### config.mk
export PLATFORM = sky130hd
export DESIGN_NAME = rst_seq_ctrl
export DESIGN_NICKNAME = d
export VERILOG_FILES = /design/src/rtl/rst_seq_ctrl_pkg.sv /design/src/rtl/rst_seq_ctrl_ack_sync.sv /design/src/rtl/rst_seq_ctrl.sv
export SDC_FILE = /design/constraint.sdc
export NUM_CORES = 1
export LEC_CHECK = 0
export BUFFER_PORTS_ARGS = -buffer_cell sky130_fd_sc_hd__buf_2
export CORE_ASPECT_RATIO = 1.2
export CORE_MARGIN = 8
export CORE_UTILIZATION = 55
export CTS_CLUSTER_DIAMETER = 40
export DETAILED_ROUTE_END_ITERATION = 12
export PLACE_DENSITY_LB_ADDON = 0.3
export SYNTH_ARGS = -nofsm -noshare
export SYNTH_HDL_FRONTEND = slang
export SYNTH_SLANG_ARGS = --single-unit
### constraint.sdc
create_clock -name CLK -period 2.4 [get_ports CLK]
set_clock_uncertainty 0.2 [all_clocks]
set_input_delay 0.48 -clock CLK [delete_from_list [all_inputs] [get_ports CLK]]
set_output_delay 0.48 -clock CLK [all_outputs]
set_load 0.01 [all_outputs]
### src/rtl/rst_seq_ctrl_pkg.sv
// ---------------------------------------------------------------------------
// rst_seq_ctrl_pkg
// Shared definitions for the ordered reset-release sequencer:
//   - 3-bit state encoding of the sequencer FSM
//   - constant helpers used to size the cycle counter and domain index
// No ports (package).
// ---------------------------------------------------------------------------
package rst_seq_ctrl_pkg;

   typedef enum logic [2:0] {
      ST_HOLD     = 3'd0,
      ST_RELEASE  = 3'd1,
      ST_WAIT_ACK = 3'd2,
      ST_GAP      = 3'd3,
      ST_RUN      = 3'd4,
      ST_ASSERT   = 3'd5,
      ST_FAULT    = 3'd6
   } state_t;

   // Ceiling log2; returns 0 for values <= 1.
   function automatic int clog2(input int value);
      int result;
      int rem;
      result = 32'sd0;
      rem    = value - 32'sd1;
      while (rem > 32'sd0) begin
         result = result + 32'sd1;
         rem    = rem >>> 32'sd1;
      end
      return result;
   endfunction

   // Width of a binary index over 'count' items, never narrower than one bit.
   function automatic int idx_width(input int count);
      int w;
      w = clog2(count);
      if (w < 32'sd1) begin
         w = 32'sd1;
      end else begin
         w = w;
      end
      return w;
   endfunction

   function automatic int max3(input int a, input int b, input int c);
      int m;
      m = a;
      if (b > m) begin
         m = b;
      end else begin
         m = m;
      end
      if (c > m) begin
         m = c;
      end else begin
         m = m;
      end
      return m;
   endfunction

endpackage

### src/rtl/rst_seq_ctrl_ack_sync.sv
// ---------------------------------------------------------------------------
// rst_seq_ctrl_ack_sync
// Brings the per-domain reset acknowledges into the reference clock domain
// through a STAGES-deep flop chain per bit. Cleared asynchronously by RST.
// Ports:
//   CLK      in   reference clock
//   RST      in   asynchronous active-low clear
//   ack_raw  in   WIDTH  acknowledges from the domains (asynchronous)
//   ack_s    out  WIDTH  synchronized acknowledges (last chain stage)
// ---------------------------------------------------------------------------
module rst_seq_ctrl_ack_sync #(
   parameter int WIDTH  = 2,
   parameter int STAGES = 2
) (
   input  logic             CLK,
   input  logic             RST,
   input  logic [WIDTH-1:0] ack_raw,
   output logic [WIDTH-1:0] ack_s
);

   logic [WIDTH-1:0] stage_r [STAGES];

   // Synchronizer chain: stage 0 samples the raw ack, later stages shift it along.
   always_ff @(posedge CLK or negedge RST) begin
      if (!RST) begin
         for (int i = 32'sd0; i < STAGES; i++) begin
            stage_r[i] <= {WIDTH{1'b0}};
         end
      end else begin
         stage_r[0] <= ack_raw;
         for (int i = 32'sd1; i < STAGES; i++) begin
            stage_r[i] <= stage_r[i-1];
         end
      end
   end

   assign ack_s = stage_r[STAGES-1];

endmodule

### src/rtl/rst_seq_ctrl.sv
// ---------------------------------------------------------------------------
// rst_seq_ctrl
// Ordered reset-release sequencer in the always-on reference clock domain.
// Holds every domain in reset for HOLD_CYCLES, then releases domains in index
// order, waiting for each domain's synchronized acknowledge and a GAP_CYCLES
// pause before the next. A soft reset from RUN re-asserts the domains in
// reverse order, one per cycle, and restarts the sequence. A missing ack for
// ACK_TIMEOUT cycles parks the block in FAULT with every domain in reset.
// Ports:
//   CLK           in   reference clock
//   RST           in   asynchronous active-low reset
//   SOFT_RST_REQ  in   soft reset request (level, honoured in RUN and FAULT)
//   DOM_ACK       in   NUM_DOMAINS  per-domain "reset released" ack (async)
//   DOM_RST_N     out  NUM_DOMAINS  per-domain active-low reset request
//   SYS_READY     out  all domains released and acknowledged
//   BUSY          out  sequencing in progress (HOLD/RELEASE/WAIT_ACK/GAP/ASSERT)
//   TIMEOUT_ERR   out  sticky ack-timeout flag, cleared by soft reset in FAULT
// All outputs are registered.
// ---------------------------------------------------------------------------
module rst_seq_ctrl
   import rst_seq_ctrl_pkg::*;
#(
   parameter int NUM_DOMAINS = 2,
   parameter int HOLD_CYCLES = 8,
   parameter int GAP_CYCLES  = 4,
   parameter int ACK_TIMEOUT = 255,
   parameter int SYNC_STAGES = 2
) (
   input  logic                   CLK,
   input  logic                   RST,
   input  logic                   SOFT_RST_REQ,
   input  logic [NUM_DOMAINS-1:0] DOM_ACK,
   output logic [NUM_DOMAINS-1:0] DOM_RST_N,
   output logic                   SYS_READY,
   output logic                   BUSY,
   output logic                   TIMEOUT_ERR
);

   localparam int CNT_W = clog2(max3(HOLD_CYCLES, GAP_CYCLES, ACK_TIMEOUT) + 32'sd1);
   localparam int IDX_W = idx_width(NUM_DOMAINS);

   localparam logic [CNT_W-1:0] CNT_ZERO  = {CNT_W{1'b0}};
   localparam logic [CNT_W-1:0] CNT_ONE   = {{(CNT_W-1){1'b0}}, 1'b1};
   localparam logic [CNT_W-1:0] HOLD_LAST = CNT_W'(HOLD_CYCLES - 32'sd1);
   localparam logic [CNT_W-1:0] GAP_LAST  = CNT_W'(GAP_CYCLES - 32'sd1);
   localparam logic [CNT_W-1:0] ACK_LAST  = CNT_W'(ACK_TIMEOUT - 32'sd1);
   localparam logic [IDX_W-1:0] IDX_ZERO  = {IDX_W{1'b0}};
   localparam logic [IDX_W-1:0] IDX_ONE   = {{(IDX_W-1){1'b0}}, 1'b1};
   localparam logic [IDX_W-1:0] IDX_LAST  = IDX_W'(NUM_DOMAINS - 32'sd1);

   state_t                 state_r;
   logic [CNT_W-1:0]       cnt_r;
   logic [IDX_W-1:0]       idx_r;
   logic [NUM_DOMAINS-1:0] dom_rst_n_r;
   logic                   sys_ready_r;
   logic                   busy_r;
   logic                   timeout_err_r;
   logic [NUM_DOMAINS-1:0] ack_s;
   logic                   ack_sel_s;

   rst_seq_ctrl_ack_sync #(
      .WIDTH  (NUM_DOMAINS),
      .STAGES (SYNC_STAGES)
   ) u_ack_sync (
      .CLK     (CLK),
      .RST     (RST),
      .ack_raw (DOM_ACK),
      .ack_s   (ack_s)
   );

   // Only the ack of the domain currently being released matters.
   assign ack_sel_s = ack_s[idx_r];

   // Sequencer FSM with its counter, domain index and all output registers.
   always_ff @(posedge CLK or negedge RST) begin
      if (!RST) begin
         state_r       <= ST_HOLD;
         cnt_r         <= CNT_ZERO;
         idx_r         <= IDX_ZERO;
         dom_rst_n_r   <= {NUM_DOMAINS{1'b0}};
         sys_ready_r   <= 1'b0;
         busy_r        <= 1'b1;
         timeout_err_r <= 1'b0;
      end else begin
         case (state_r)
            ST_HOLD: begin
               if (cnt_r == HOLD_LAST) begin
                  state_r <= ST_RELEASE;
                  idx_r   <= IDX_ZERO;
                  cnt_r   <= CNT_ZERO;
               end else begin
                  cnt_r <= cnt_r + CNT_ONE;
               end
            end
            ST_RELEASE: begin
               dom_rst_n_r[idx_r] <= 1'b1;
               state_r            <= ST_WAIT_ACK;
               cnt_r              <= CNT_ZERO;
            end
            ST_WAIT_ACK: begin
               // Ack is checked first so an ack landing on the last
               // allowed cycle still counts as success.
               if (ack_sel_s) begin
                  cnt_r <= CNT_ZERO;
                  if (idx_r == IDX_LAST) begin
                     state_r     <= ST_RUN;
                     sys_ready_r <= 1'b1;
                     busy_r      <= 1'b0;
                  end else begin
                     state_r <= ST_GAP;
                  end
               end else if (cnt_r == ACK_LAST) begin
                  state_r       <= ST_FAULT;
                  timeout_err_r <= 1'b1;
                  dom_rst_n_r   <= {NUM_DOMAINS{1'b0}};
                  sys_ready_r   <= 1'b0;
                  busy_r        <= 1'b0;
               end else begin
                  cnt_r <= cnt_r + CNT_ONE;
               end
            end
            ST_GAP: begin
               if (cnt_r == GAP_LAST) begin
                  idx_r   <= idx_r + IDX_ONE;
                  state_r <= ST_RELEASE;
                  cnt_r   <= CNT_ZERO;
               end else begin
                  cnt_r <= cnt_r + CNT_ONE;
               end
            end
            ST_RUN: begin
               // DOM_ACK is deliberately not watched here.
               if (SOFT_RST_REQ) begin
                  state_r     <= ST_ASSERT;
                  idx_r       <= IDX_LAST;
                  sys_ready_r <= 1'b0;
                  busy_r      <= 1'b1;
               end else begin
                  state_r <= ST_RUN;
               end
            end
            ST_ASSERT: begin
               // Drop domains highest index first, one per cycle.
               dom_rst_n_r[idx_r] <= 1'b0;
               if (idx_r == IDX_ZERO) begin
                  state_r <= ST_HOLD;
                  cnt_r   <= CNT_ZERO;
               end else begin
                  idx_r <= idx_r - IDX_ONE;
               end
            end
            ST_FAULT: begin
               if (SOFT_RST_REQ) begin
                  timeout_err_r <= 1'b0;
                  state_r       <= ST_HOLD;
                  cnt_r         <= CNT_ZERO;
                  idx_r         <= IDX_ZERO;
                  busy_r        <= 1'b1;
               end else begin
                  state_r <= ST_FAULT;
               end
            end
            default: begin
               // Unreachable encoding: fall back to a full reset hold.
               state_r     <= ST_HOLD;
               cnt_r       <= CNT_ZERO;
               idx_r       <= IDX_ZERO;
               dom_rst_n_r <= {NUM_DOMAINS{1'b0}};
               sys_ready_r <= 1'b0;
               busy_r      <= 1'b1;
            end
         endcase
      end
   end

   assign DOM_RST_N   = dom_rst_n_r;
   assign SYS_READY   = sys_ready_r;
   assign BUSY        = busy_r;
   assign TIMEOUT_ERR = timeout_err_r;

endmodule

* Word-level counts from Yosys, hierarchy flattened
Cells that the tools add are included.
** Word-level totals
- Logic and storage cells :: 96
- Bits of input ports :: 5
- Output and inout port bits :: 5
- Register bits :: 21
** Cells by class
- Multiplexer cells :: 39
- Reduce and logical (&&, ||, !) cells :: 15
- Eq/ne operators :: 20
- Order comparisons :: 2
- Add/sub/neg operators :: 3
- Bitwise operators :: 8
** Operator list (number)
- two-way mux 8 bit :: 6
- one-hot mux 8 bit (6 select lines) :: 1
- two-way mux 3 bit :: 7
- one-hot mux 3 bit (7 select lines) :: 1
- AND reduction 4 bit :: 5
- two-way mux 1 bit :: 16
- inequality test 2 bit (second input constant) :: 7
- == test 3 bit (second input constant) :: 3
- inequality test 3 bit (second input constant) :: 3
- adder 8 x 1 -> 8 bit (second input constant) :: 1
- == test 8 x 2 -> 1 bit (second input constant) :: 1
- == test 8 x 3 -> 1 bit (second input constant) :: 1
- == test 8 bit (second input constant) :: 1
- one-hot mux 2 bit (4 select lines) :: 1
- OR reduction 4 bit :: 2
- == test 3 x 2 -> 1 bit (second input constant) :: 2
- one-hot mux 1 bit (3 select lines) :: 2
- one-hot mux 1 bit (6 select lines) :: 1
- NOT 1 bit :: 5
- AND reduction 5 bit :: 1
- OR reduction 5 bit :: 1
- two-way mux 2 bit :: 2
- OR reduction 2 bit :: 2
- == test 3 x 1 -> 1 bit (second input constant) :: 1
- 14 further kinds :: 14

* Longest topological paths before layout
Gate-level depths: netlist of run 1.
- Word-level depth :: 7
- Mapped depth :: 7
- Gate-level depth less buffers :: 7

* Cells and area by module
Synthesis of run 1 repeated with hierarchy kept, for this count alone.
** Second synthesis, totals
- Cell total of the unflattened synthesis :: 138
- Area, all modules :: 1331.3 um^2
** By module, submodules not included
- rst_seq_ctrl :: area an instance 1216.2 um^2, cells each 132, times used 1, seq. area each 426.7 um^2
- rst_seq_ctrl_ack_sync :: area an instance 115.1 um^2, cells each 6, times used 1, seq. area each 100.1 um^2

* Least setup slack after synthesis of run 1
OpenSTA, ideal clock, no wires.
- Path kind :: reg-to-reg
- Start point :: register cnt_r[3]
- End point :: register cnt_r[5]
- Stages on the path, launching flop included :: 6
- Arrival time :: 1.765 ns
- Path slack :: 0.314 ns
- Clock period less this slack :: 2.086 ns
- Required time :: 2.079 ns
- Path through :: dfrtp_1 > or4_4 > nor4b_4 > o41ai_4 > a21o_1 > a22o_1
** Between the ends
- Longest elaborated chain between the ends :: 4
- Elaborated cells on any way between the ends :: 11
- Classes of those cells :: add/sub (1); eq/ne (4); mux (5); reduce/logical (1)
** Ends and longest elaborated chain
- start: declaration :: RTL line rst_seq_ctrl.sv:52 : logic [CNT_W-1:0] cnt_r;
- start signal: assignment :: RTL line rst_seq_ctrl.sv:92 : cnt_r <= cnt_r + CNT_ONE;
- start signal: assignment :: RTL line rst_seq_ctrl.sv:119 : cnt_r <= cnt_r + CNT_ONE;
- start signal: assignment :: RTL line rst_seq_ctrl.sv:128 : cnt_r <= cnt_r + CNT_ONE;
- adder 8 x 1 -> 8 bit :: RTL line rst_seq_ctrl.sv:92, rst_seq_ctrl.sv:119, rst_seq_ctrl.sv:128
- two-way mux 8 bit :: RTL line rst_seq_ctrl.sv:112 : end else if (cnt_r == ACK_LAST) begin
- two-way mux 8 bit :: RTL line rst_seq_ctrl.sv:103 : if (ack_sel_s) begin
- one-hot mux 8 bit (6 select lines) :: RTL line rst_seq_ctrl.sv:85 : case (state_r)
Several ways; a longest one is shown, not always the timed one. The select of a mux whose other input is x is not followed.
A chain may end at the register's enable or synchronous reset.

* Worst setup path after layout of run 1
Ends and elaborated chain as after synthesis.

==> results.txt, run 1 <==
Status = completed
Final number of hold-violating endpoints = 0
Post-route DRC = 0
Post-CTS Hold Buffers = 1
Post-cts resize count = 0
Final core occ = 61.23%
Critical path class = reg -> reg
CTS buffer count = 3
Root buffer cell = clkbuf_4
GP Congestion = 0.9484
Syn Std Cell Area = 0.001245 mm2
Sequential share of the synthesized area = 42.31%
Max Slew Vio Count = 0
CTS max path bufs = 2
Die Ht = 68.12 um
Most common cell after layout, fill and taps aside = dfrtp_1
Chip width = 59.43 um
Remaining global-route overflow = 0
Fraction of layout cells with a size suffix above 1 = 18.18%
Main synth FF type = dfrtp_1
RSZ-0062 raised after global routing = no
Worst r2r src = cnt_r[3]$_DFFE_PN0P_
Skew-Pair Late Insertion Delay = 0.32 ns
Global-route wire length before repair = 4712 um
Clock-pin slew on the worst setup and hold paths = 0.12 ns
R2R setup slack = 0.17 ns
PwrDens = 1199 mW/mm2
Final net count = 152
Antenna violations before repair = 0
HP Class = in -> reg
Leakage = 0.5881 nW
Post-synthesis register bit count = 21
Post-CTS Setup Inserts = 0
Crit path from = cnt_r[3]$_DFFE_PN0P_
Min cycle time layout = 2.234 ns
CP Launch Type = register
EDFF count, synth = 0
Gate count of the mapped netlist = 133
Final Power = 1.623 mW
Routed Wire Length = 2606 um
GRT Util Overall = 15.00%
Final setup viols = 0
Routed Antenna Nets = 0
Most frequent cells in the layout = dfrtp_1 (20), nand2_1 (12), nor2_1 (10), a21oi_1 (10), buf_2 (9)
Non-Filler Instances = 174
Final HPWL DP = 1947 um
Vias = 1033
R2R depth = 5
Area delta synth->final = 8.744%
Ys Warns = 0
Diode count = 0
Num ports = 10
H-Tree Depth = 1
Crit path to = cnt_r[5]$_DFFE_PN0P_
Row Count = 19
Filler instances = 174
Die ar. = 0.004048 mm2
Vias/cell = 5.937
Slew HR = 60.87%
Fmax = 0.4477 GHz
Port Buf Inserts = 9
Final TNS setup = 0 ns
Crit-path max FO = 10
Netlist cell types = 44
Async set-reset flop share out of synthesis = 100.0%
Starting Density = 56.31%
Crit path DAT = 2.25 ns
Syn Nets = 141
CTS sink count = 21
CP endpoint kind = register
Largest net degree at the start of global routing = 22
Maximum VDD drop = 0.7838 mV
Number of instances in the placed design = 169
Slew @ Worst Pin = 0.5849 ns
Core Area = 0.002211 mm2
End of the worst register-to-register path = cnt_r[5]$_DFFE_PN0P_
CTS tree = done
Vias in the first global route = 1061
DRT iter0 DRCs = 45
Post-Layout Inst Area = 0.001354 mm2
Post-Syn Area per Cell = 9.360 um2
Drt first pass iters = 4
Drt wl/cell = 14.98 um
Critical Path RT = 2.42 ns
Cell Area, Placed = 0.001314 mm2
Maxcap violations = 0
Crit share post-route = 93.06%
-- critical path, cell delays in order (launching register included) --
cell     delay (ns)
dfrtp_1        0.46
or4_4          0.58
nor4b_4        0.32
o41ai_4        0.19
a21o_1         0.19
a22o_1         0.18
-- where the power goes --
group	switching, mW	internal (mW)
logic	0.474	0.362
registers	0.153	0.453
clock network	0.118	0.0638
total	0.744	0.879
-- state kept, by name, indices dropped and copies added, names as in the netlist --
register and flops:
cnt_r 8, state_r 3, DOM_RST_N 2, u_ack_sync.ack_s 2
u_ack_sync.stage_r 2, BUSY 1, SYS_READY 1, TIMEOUT_ERR 1
idx_r 1
-- final cells by class --
| cell class | instances | area (um2) | area share [%] |
|---|---|---|---|
| inverter | 7 | 26.28 | 1.941 |
| tap | 31 | 38.79 | 2.865 |
| sequential | 21 | 526.8 | 38.91 |
| multi-input combinational | 98 | 654.4 | 48.34 |
| clock buffer | 3 | 22.52 | 1.664 |
| timing repair buffer | 13 | 77.57 | 5.730 |
| clock inverter | 1 | 7.507 | 0.5545 |
-- cell families (layout without fill, tap and decap cells) --
kind of cell,Yosys count,in the layout,synth area share (%)
AOI/OAI and AO/OA,40,40,21.21
xor gates and xnor gates,3,3,2.714
adders and majority gates,3,3,3.618
buffers and inverters,14,24,5.126
DFF,21,21,42.31
muxes,3,3,2.513
and+or+nand+nor,49,49,22.51
-- routing by layer --
layer	vias to the layer above	GRT usage, %	routed length (um)
met5	-	0	0
met2	29	25.95	1305
met1	494	17.40	1139
li1	499	-	-
met3	11	2.256	92
met4	0	8.084	68
-- worst min-delay path by stage --
stage,cells past startpoint,startpoint,endpoint
final,1,DOM_ACK[1],u_ack_sync.stage_r[3]$_DFF_PN0_
after global routing,1,DOM_ACK[0],u_ack_sync.stage_r[2]$_DFF_PN0_
after CTS,1,DOM_ACK[0],u_ack_sync.stage_r[2]$_DFF_PN0_
after detailed placement,0,u_ack_sync.stage_r[2]$_DFF_PN0_,u_ack_sync.ack_s[0]$_DFF_PN0_
after global placement,0,u_ack_sync.stage_r[3]$_DFF_PN0_,u_ack_sync.ack_s[1]$_DFF_PN0_
after floorplan,0,RST,DOM_RST_N[0]$_DFFE_PN0P_
-- through the flow --
stage                     worst slack, ns  hold slack, ns
after floorplan                    0.3144        -0.01559
after global placement             0.2603          0.1391
after detailed placement           0.1836          0.1443
after CTS                          0.1652         0.05141
after global routing              0.06940         0.03843
final                              0.1665         0.05473
-- synth_stat cells, types with 2 or more instances --
master | n | share of area, %
inv_2 | 2 | 0.60
ha_1 | 2 | 2.0
a31oi_1 | 3 | 1.5
a21oi_1 | 10 | 4.0
nand2b_1 | 3 | 1.5
clkbuf_1 | 3 | 0.90
o21ai_0 | 8 | 3.2
dfrtp_1 | 20 | 40
nor3b_1 | 2 | 1.2
nor2_1 | 10 | 3.0
nand2_1 | 12 | 3.6
o21ai_1 | 6 | 2.4
mux2i_1 | 2 | 1.6
nor2b_1 | 2 | 1.0
o22ai_1 | 4 | 2.0
nand3_1 | 7 | 2.8
xor2_1 | 2 | 1.4
buf_2 | 3 | 1.2
nor3_1 | 3 | 1.2
inv_1 | 5 | 1.5
Power figures use the tool's default switching activity.
==> run 2: changes to the inputs <==
Clock period 2.4 ns to 2.6 ns, I/O delays scaled along.
==> run 2 against run 1 <==
Against the previous run: global-route usage is 0.066 points lower; maximum frequency barely moved; cell count did not move; design area is the same; hold slack improved by 0.043 ns; critical path depth did not move; non-clock buffer count is the same; largest cell class unchanged; largest power group unchanged; highest routed layer unchanged.
==> results.txt, run 2 (synthesis gave the netlist of run 1 again) <==
Drt wl/cell = 14.97 um (was 14.98 um)
Regs by FF count = cnt_r x8, state_r x3 (unchanged)
Port Buf Inserts = 9 (unchanged)
Maximum VDD drop = 0.7547 mV (was 0.7838 mV)
Diode count = 0 (unchanged)
Crit share post-route = 85.85% (was 93.06%)
Area delta synth->final = 8.744% (unchanged)
Final setup viols = 0 (unchanged)
Final number of hold-violating endpoints = 0 (unchanged)
Routed Antenna Nets = 0 (unchanged)
Fmax = 0.4480 GHz (was 0.4477 GHz)
Num ports = 10 (unchanged)
Final net count = 152 (unchanged)
Max reg flops = 8 (unchanged)
Post-route DRC = 0 (unchanged)
DRT iter0 DRCs = 25 (was 45)
Final core occ = 61.23% (unchanged)
Die Ht = 68.12 um (unchanged)
Vias = 1018 (was 1033)
Skew-Pair Late Insertion Delay = 0.31 ns (was 0.32 ns)
Chip width = 59.43 um (unchanged)
CP endpoint kind = register (unchanged)
Final HPWL DP = 1937 um (was 1947 um)
RSZ-0062 raised after global routing = no (unchanged)
Min cycle time layout = 2.232 ns (was 2.234 ns)
Vias/cell = 5.851 (was 5.937)
PwrDens = 1105 mW/mm2 (was 1199 mW/mm2)
Critical Path RT = 2.61 ns (was 2.42 ns)
Remaining global-route overflow = 0 (unchanged)
Row Count = 19 (unchanged)
Post-Layout Inst Area = 0.001354 mm2 (unchanged)
Max Slew Vio Count = 0 (unchanged)
Global-route wire length before repair = 4616 um (was 4712 um)
Number of instances in the placed design = 169 (unchanged)
Final Power = 1.496 mW (was 1.623 mW)
Largest net degree at the start of global routing = 22 (unchanged)
Status = completed (unchanged)
Hold WS = 0.09755 ns (was 0.05473 ns)
CTS buffer count = 3 (unchanged)
Fraction of layout cells with a size suffix above 1 = 18.18% (unchanged)
Post-cts resize count = 0 (unchanged)
Most frequent cells in the layout = dfrtp_1 (20), nand2_1 (12), nor2_1 (10), a21oi_1 (10), buf_2 (9) (unchanged)
Non-Filler Instances = 174 (unchanged)
Critical path class = reg -> reg (unchanged)
Most common cell after layout, fill and taps aside = dfrtp_1 (unchanged)
CTS tree = done (unchanged)
Crit path DAT = 2.24 ns (was 2.25 ns)
Final WS setup = 0.3680 ns (was 0.1665 ns)
Slew HR = 60.01% (was 60.87%)
CTS sink count = 21 (unchanged)
Core Area = 0.002211 mm2 (unchanged)
Maxcap violations = 0 (unchanged)
GRT Util Overall = 14.93% (was 15.00%)
HP Class = in -> reg (unchanged)
Drt first pass iters = 4 (unchanged)
Vias in the first global route = 1035 (was 1061)
Pre-CTS setup slack = 0.3878 ns (was 0.1836 ns)
Routed Wire Length = 2604 um (was 2606 um)
Crit-path max FO = 10 (unchanged)
CTS max path bufs = 2 (unchanged)
Die ar. = 0.004048 mm2 (unchanged)
Leakage = 0.5878 nW (was 0.5881 nW)
Root buffer cell = clkbuf_4 (unchanged)
CP Launch Type = register (unchanged)
Antenna violations before repair = 0 (unchanged)
Clock-pin slew on the worst setup and hold paths = 0.13 ns (was 0.12 ns)
Starting Density = 56.31% (unchanged)
Cell Area, Placed = 0.001314 mm2 (unchanged)
Largest Register = cnt_r (unchanged)
Slew @ Worst Pin = 0.5979 ns (was 0.5849 ns)
H-Tree Depth = 1 (unchanged)
GP Congestion = 0.9389 (was 0.9484)
Final TNS setup = 0 ns (unchanged)
==> run 2: area by class of cell <==
type / count / area [um2]
fill: 200 / 857.1
multi-input combinational: 98 / 654.4
sequential: 21 / 526.8
timing repair buffer: 13 / 77.57
tap: 31 / 38.79
inverter: 7 / 26.28
clock buffer: 3 / 22.52
clock inverter: 1 / 7.507
==> run 2: routing by layer <==
layer,part of all wire (%),wire length [um],global-route usage [%]
met2,51,1341,26.22
met3,3.3,86,2.820
met1,42,1099,16.99
met4,3.0,77,7.186
met5,0,0,0
==> run 2: what timing repair did <==
item	4_1_cts	5_1_grt
buffers inserted	0	0
hold endpoints to repair	20	0
hold buffers	1	0
==> run 2: critical path: stages, from the launching register on <==
cell	delay, ns
dfrtp_1	0.46
or4_4	0.58
nor4b_4	0.34
o41ai_4	0.19
a21o_1	0.20
a22o_1	0.17
==> run 2: path summary, 6_finish.rpt <==
path	startpoint	to	slack (ns)	depth (start not counted)
min in group asynchronous	RST	cnt_r[6]$_DFFE_PN0P_	0.48	2
max in group asynchronous	RST	BUSY$_DFFE_PN1P_	1.36	2
max	cnt_r[3]$_DFFE_PN0P_	cnt_r[5]$_DFFE_PN0P_	0.37	5
min	DOM_ACK[0]	u_ack_sync.stage_r[2]$_DFF_PN0_	0.1	1
max reg2reg	cnt_r[3]$_DFFE_PN0P_	cnt_r[5]$_DFFE_PN0P_	0.37	5
min reg2reg	u_ack_sync.stage_r[2]$_DFF_PN0_	u_ack_sync.ack_s[0]$_DFF_PN0_	0.17	0
==> run 2: where the power goes <==
group,leakage (nW),internal [mW],switching (mW)
clock,0.0139,0.0588,0.106
sequential,0.259,0.419,0.137
combinational,0.315,0.333,0.443
==> run 3: changes to the inputs <==
Settings changed: CORE_MARGIN 8 to not set.
==> run 3 against run 2 <==
Against the previous run: power hardly changed; first-iteration DRC count is 16% higher; design area is 0.28% lower; non-clock buffer count stayed put; sequential share of layout area is 0.11 points higher; wire length is 2.4% lower; hold slack better by 0.0032 ns; via count is 0.20% higher; sequential cell count stayed put; global-route usage is 10 points higher.
==> results.txt, run 3 (synthesis gave the netlist of run 1 again) <==
Status = completed (unchanged)
Global-route wire length before repair = 4257 um (was 4616 um)
Non-Filler Instances = 173 (was 174)
Final net count = 152 (unchanged)
Final TNS setup = 0 ns (unchanged)
Skew-Pair Late Insertion Delay = 0.32 ns (was 0.31 ns)
Area delta synth->final = 8.442% (was 8.744%)
Leakage = 0.5915 nW (was 0.5878 nW)
Fmax = 0.4552 GHz (was 0.4480 GHz)
FF/Latch Area = 526.8 um2 (unchanged)
Die Ht = 54.12 um (was 68.12 um)
R2R setup slack = 0.40 ns (was 0.37 ns)
Critical Path RT = 2.62 ns (was 2.61 ns)
Filler instances = 198 (was 200)
Routed Wire Length = 2541 um (was 2604 um)
Largest net degree at the start of global routing = 22 (unchanged)
Starting Density = 59.44% (was 56.31%)
Number of instances in the placed design = 168 (was 169)
GP Congestion = 0.8580 (was 0.9389)
Final setup viols = 0 (unchanged)
Largest Register = cnt_r (unchanged)
HP Class = in -> reg (unchanged)
CTS buffer count = 3 (unchanged)
Final number of hold-violating endpoints = 0 (unchanged)
CTS sink count = 21 (unchanged)
CP Launch Type = register (unchanged)
Crit share post-route = 84.49% (was 85.85%)
Die ar. = 0.002458 mm2 (was 0.004048 mm2)
Slew HR = 63.65% (was 60.01%)
CTS max path bufs = 2 (unchanged)
Worst r2r src = cnt_r[3]$_DFFE_PN0P_ (unchanged)
Maximum VDD drop = 0.6738 mV (was 0.7547 mV)
Hold Path End = u_ack_sync.stage_r[3]$_DFF_PN0_ (was u_ack_sync.stage_r[2]$_DFF_PN0_)
PwrDens = 1109 mW/mm2 (was 1105 mW/mm2)
Vias = 1020 (was 1018)
Critical path class = reg -> reg (unchanged)
End of the worst register-to-register path = cnt_r[5]$_DFFE_PN0P_ (unchanged)
Slew @ Worst Pin = 0.5434 ns (was 0.5979 ns)
Worst Hold Launch = DOM_ACK[1] (was DOM_ACK[0])
H-Tree Depth = 1 (unchanged)
Remaining global-route overflow = 0 (unchanged)
Most frequent cells in the layout = dfrtp_1 (20), nand2_1 (12), nor2_1 (10), a21oi_1 (10), buf_2 (9) (unchanged)
Antenna violations before repair = 0 (unchanged)
Max reg flops = 8 (unchanged)
Worst hold stages = 1 (unchanged)
RSZ-0062 raised after global routing = no (unchanged)
Fraction of layout cells with a size suffix above 1 = 18.18% (unchanged)
Diode count = 0 (unchanged)
DRT iter0 DRCs = 29 (was 25)
Num ports = 10 (unchanged)
CTS tree = done (unchanged)
CP endpoint kind = register (unchanged)
Clock-pin slew on the worst setup and hold paths = 0.11 ns (was 0.13 ns)
Post-route DRC = 0 (unchanged)
Vias in the first global route = 920 (was 1035)
Vias/cell = 5.896 (was 5.851)
Final HPWL DP = 1834 um (was 1937 um)
Multi-input logic area = 654.4 um2 (unchanged)
Crit path DAT = 2.22 ns (was 2.24 ns)
R2R depth = 5 (unchanged)
Regs by FF count = cnt_r x8, state_r x3 (unchanged)
Routed Antenna Nets = 0 (unchanged)
Most common cell after layout, fill and taps aside = dfrtp_1 (unchanged)
Drt wl/cell = 14.69 um (was 14.97 um)
Maxcap violations = 0 (unchanged)
Post-CTS Setup Inserts = 0 (unchanged)
Drt first pass iters = 4 (unchanged)
Row Count = 18 (was 19)
Crit-path max FO = 10 (unchanged)
Max Slew Vio Count = 0 (unchanged)
GRT Util Overall = 25.05% (was 14.93%)
Min cycle time layout = 2.197 ns (was 2.232 ns)
Core Area = 0.002095 mm2 (was 0.002211 mm2)
Root buffer cell = clkbuf_4 (unchanged)
Chip width = 45.43 um (was 59.43 um)
Port Buf Inserts = 9 (unchanged)
==> run 3: changes by cell type in the layout (fill, tap and decap cells not counted) <==
cell and change:
clkinv_2 +1, clkinvlp_4 -1
==> run 3: power breakdown <==
part	switching, mW	internal, mW
Clock	0.107	0.0577
Combinational	0.438	0.333
Sequential	0.144	0.418
==> run 3: worst max-delay path by stage <==
stage | start | slack, ns | to
after global placement | cnt_r[3]$_DFFE_PN0P_ | 0.46 | cnt_r[5]$_DFFE_PN0P_
after floorplan | cnt_r[3]$_DFFE_PN0P_ | 0.51 | cnt_r[5]$_DFFE_PN0P_
after CTS | cnt_r[3]$_DFFE_PN0P_ | 0.41 | cnt_r[5]$_DFFE_PN0P_
final | cnt_r[3]$_DFFE_PN0P_ | 0.40 | cnt_r[5]$_DFFE_PN0P_
after detailed placement | cnt_r[3]$_DFFE_PN0P_ | 0.42 | cnt_r[5]$_DFFE_PN0P_
after global routing | cnt_r[3]$_DFFE_PN0P_ | 0.32 | cnt_r[5]$_DFFE_PN0P_
==> run 3: through the flow <==
stage          hold slack [ns]  area, um2  power [mW]  setup slack, ns  util (%)
6_report                0.1007       1350       1.497           0.4032     64.46
3_5_place_dp            0.1405       1313       1.333           0.4186     62.66
2_1_floorplan          0.02441       1245       1.153           0.5144         -
5_1_grt                0.08828       1350       1.611           0.3160     64.46
4_1_cts                0.09898       1350       1.500           0.4061     64.46
3_3_place_gp            0.1330       1313       1.307           0.4551     62.66
==> run 3: layout make-up <==
class	count	share of cell area, %
Clock buffer	3	1.668
Clock inverter	1	0.3707
Inverter	7	1.946
Multi-Input combinational cell	98	48.47
Sequential cell	21	39.02
Tap cell	30	2.780
Timing Repair Buffer	13	5.746
==> run 3: repair_timing <==
| item | 4_1_cts | 5_1_grt |
|---|---|---|
| hold endpoints to repair | 20 | 0 |
| hold buffers | 1 | 0 |
| gates resized for setup | 0 | 0 |
==> run 3: routing by layer <==
layer	global-route usage, %	vias up	wire length, um
met3	5.369	5	105
li1	-	499	-
met4	12.63	0	41
met5	0	-	0
met1	34.41	489	1146
met2	36.90	27	1246
==> run 3: worst max-delay path, stage by stage, from the launching register on <==
cell     delay [ns]
dfrtp_1        0.45
or4_4          0.58
nor4b_4        0.33
o41ai_4        0.18
a21o_1         0.20
a22o_1         0.17
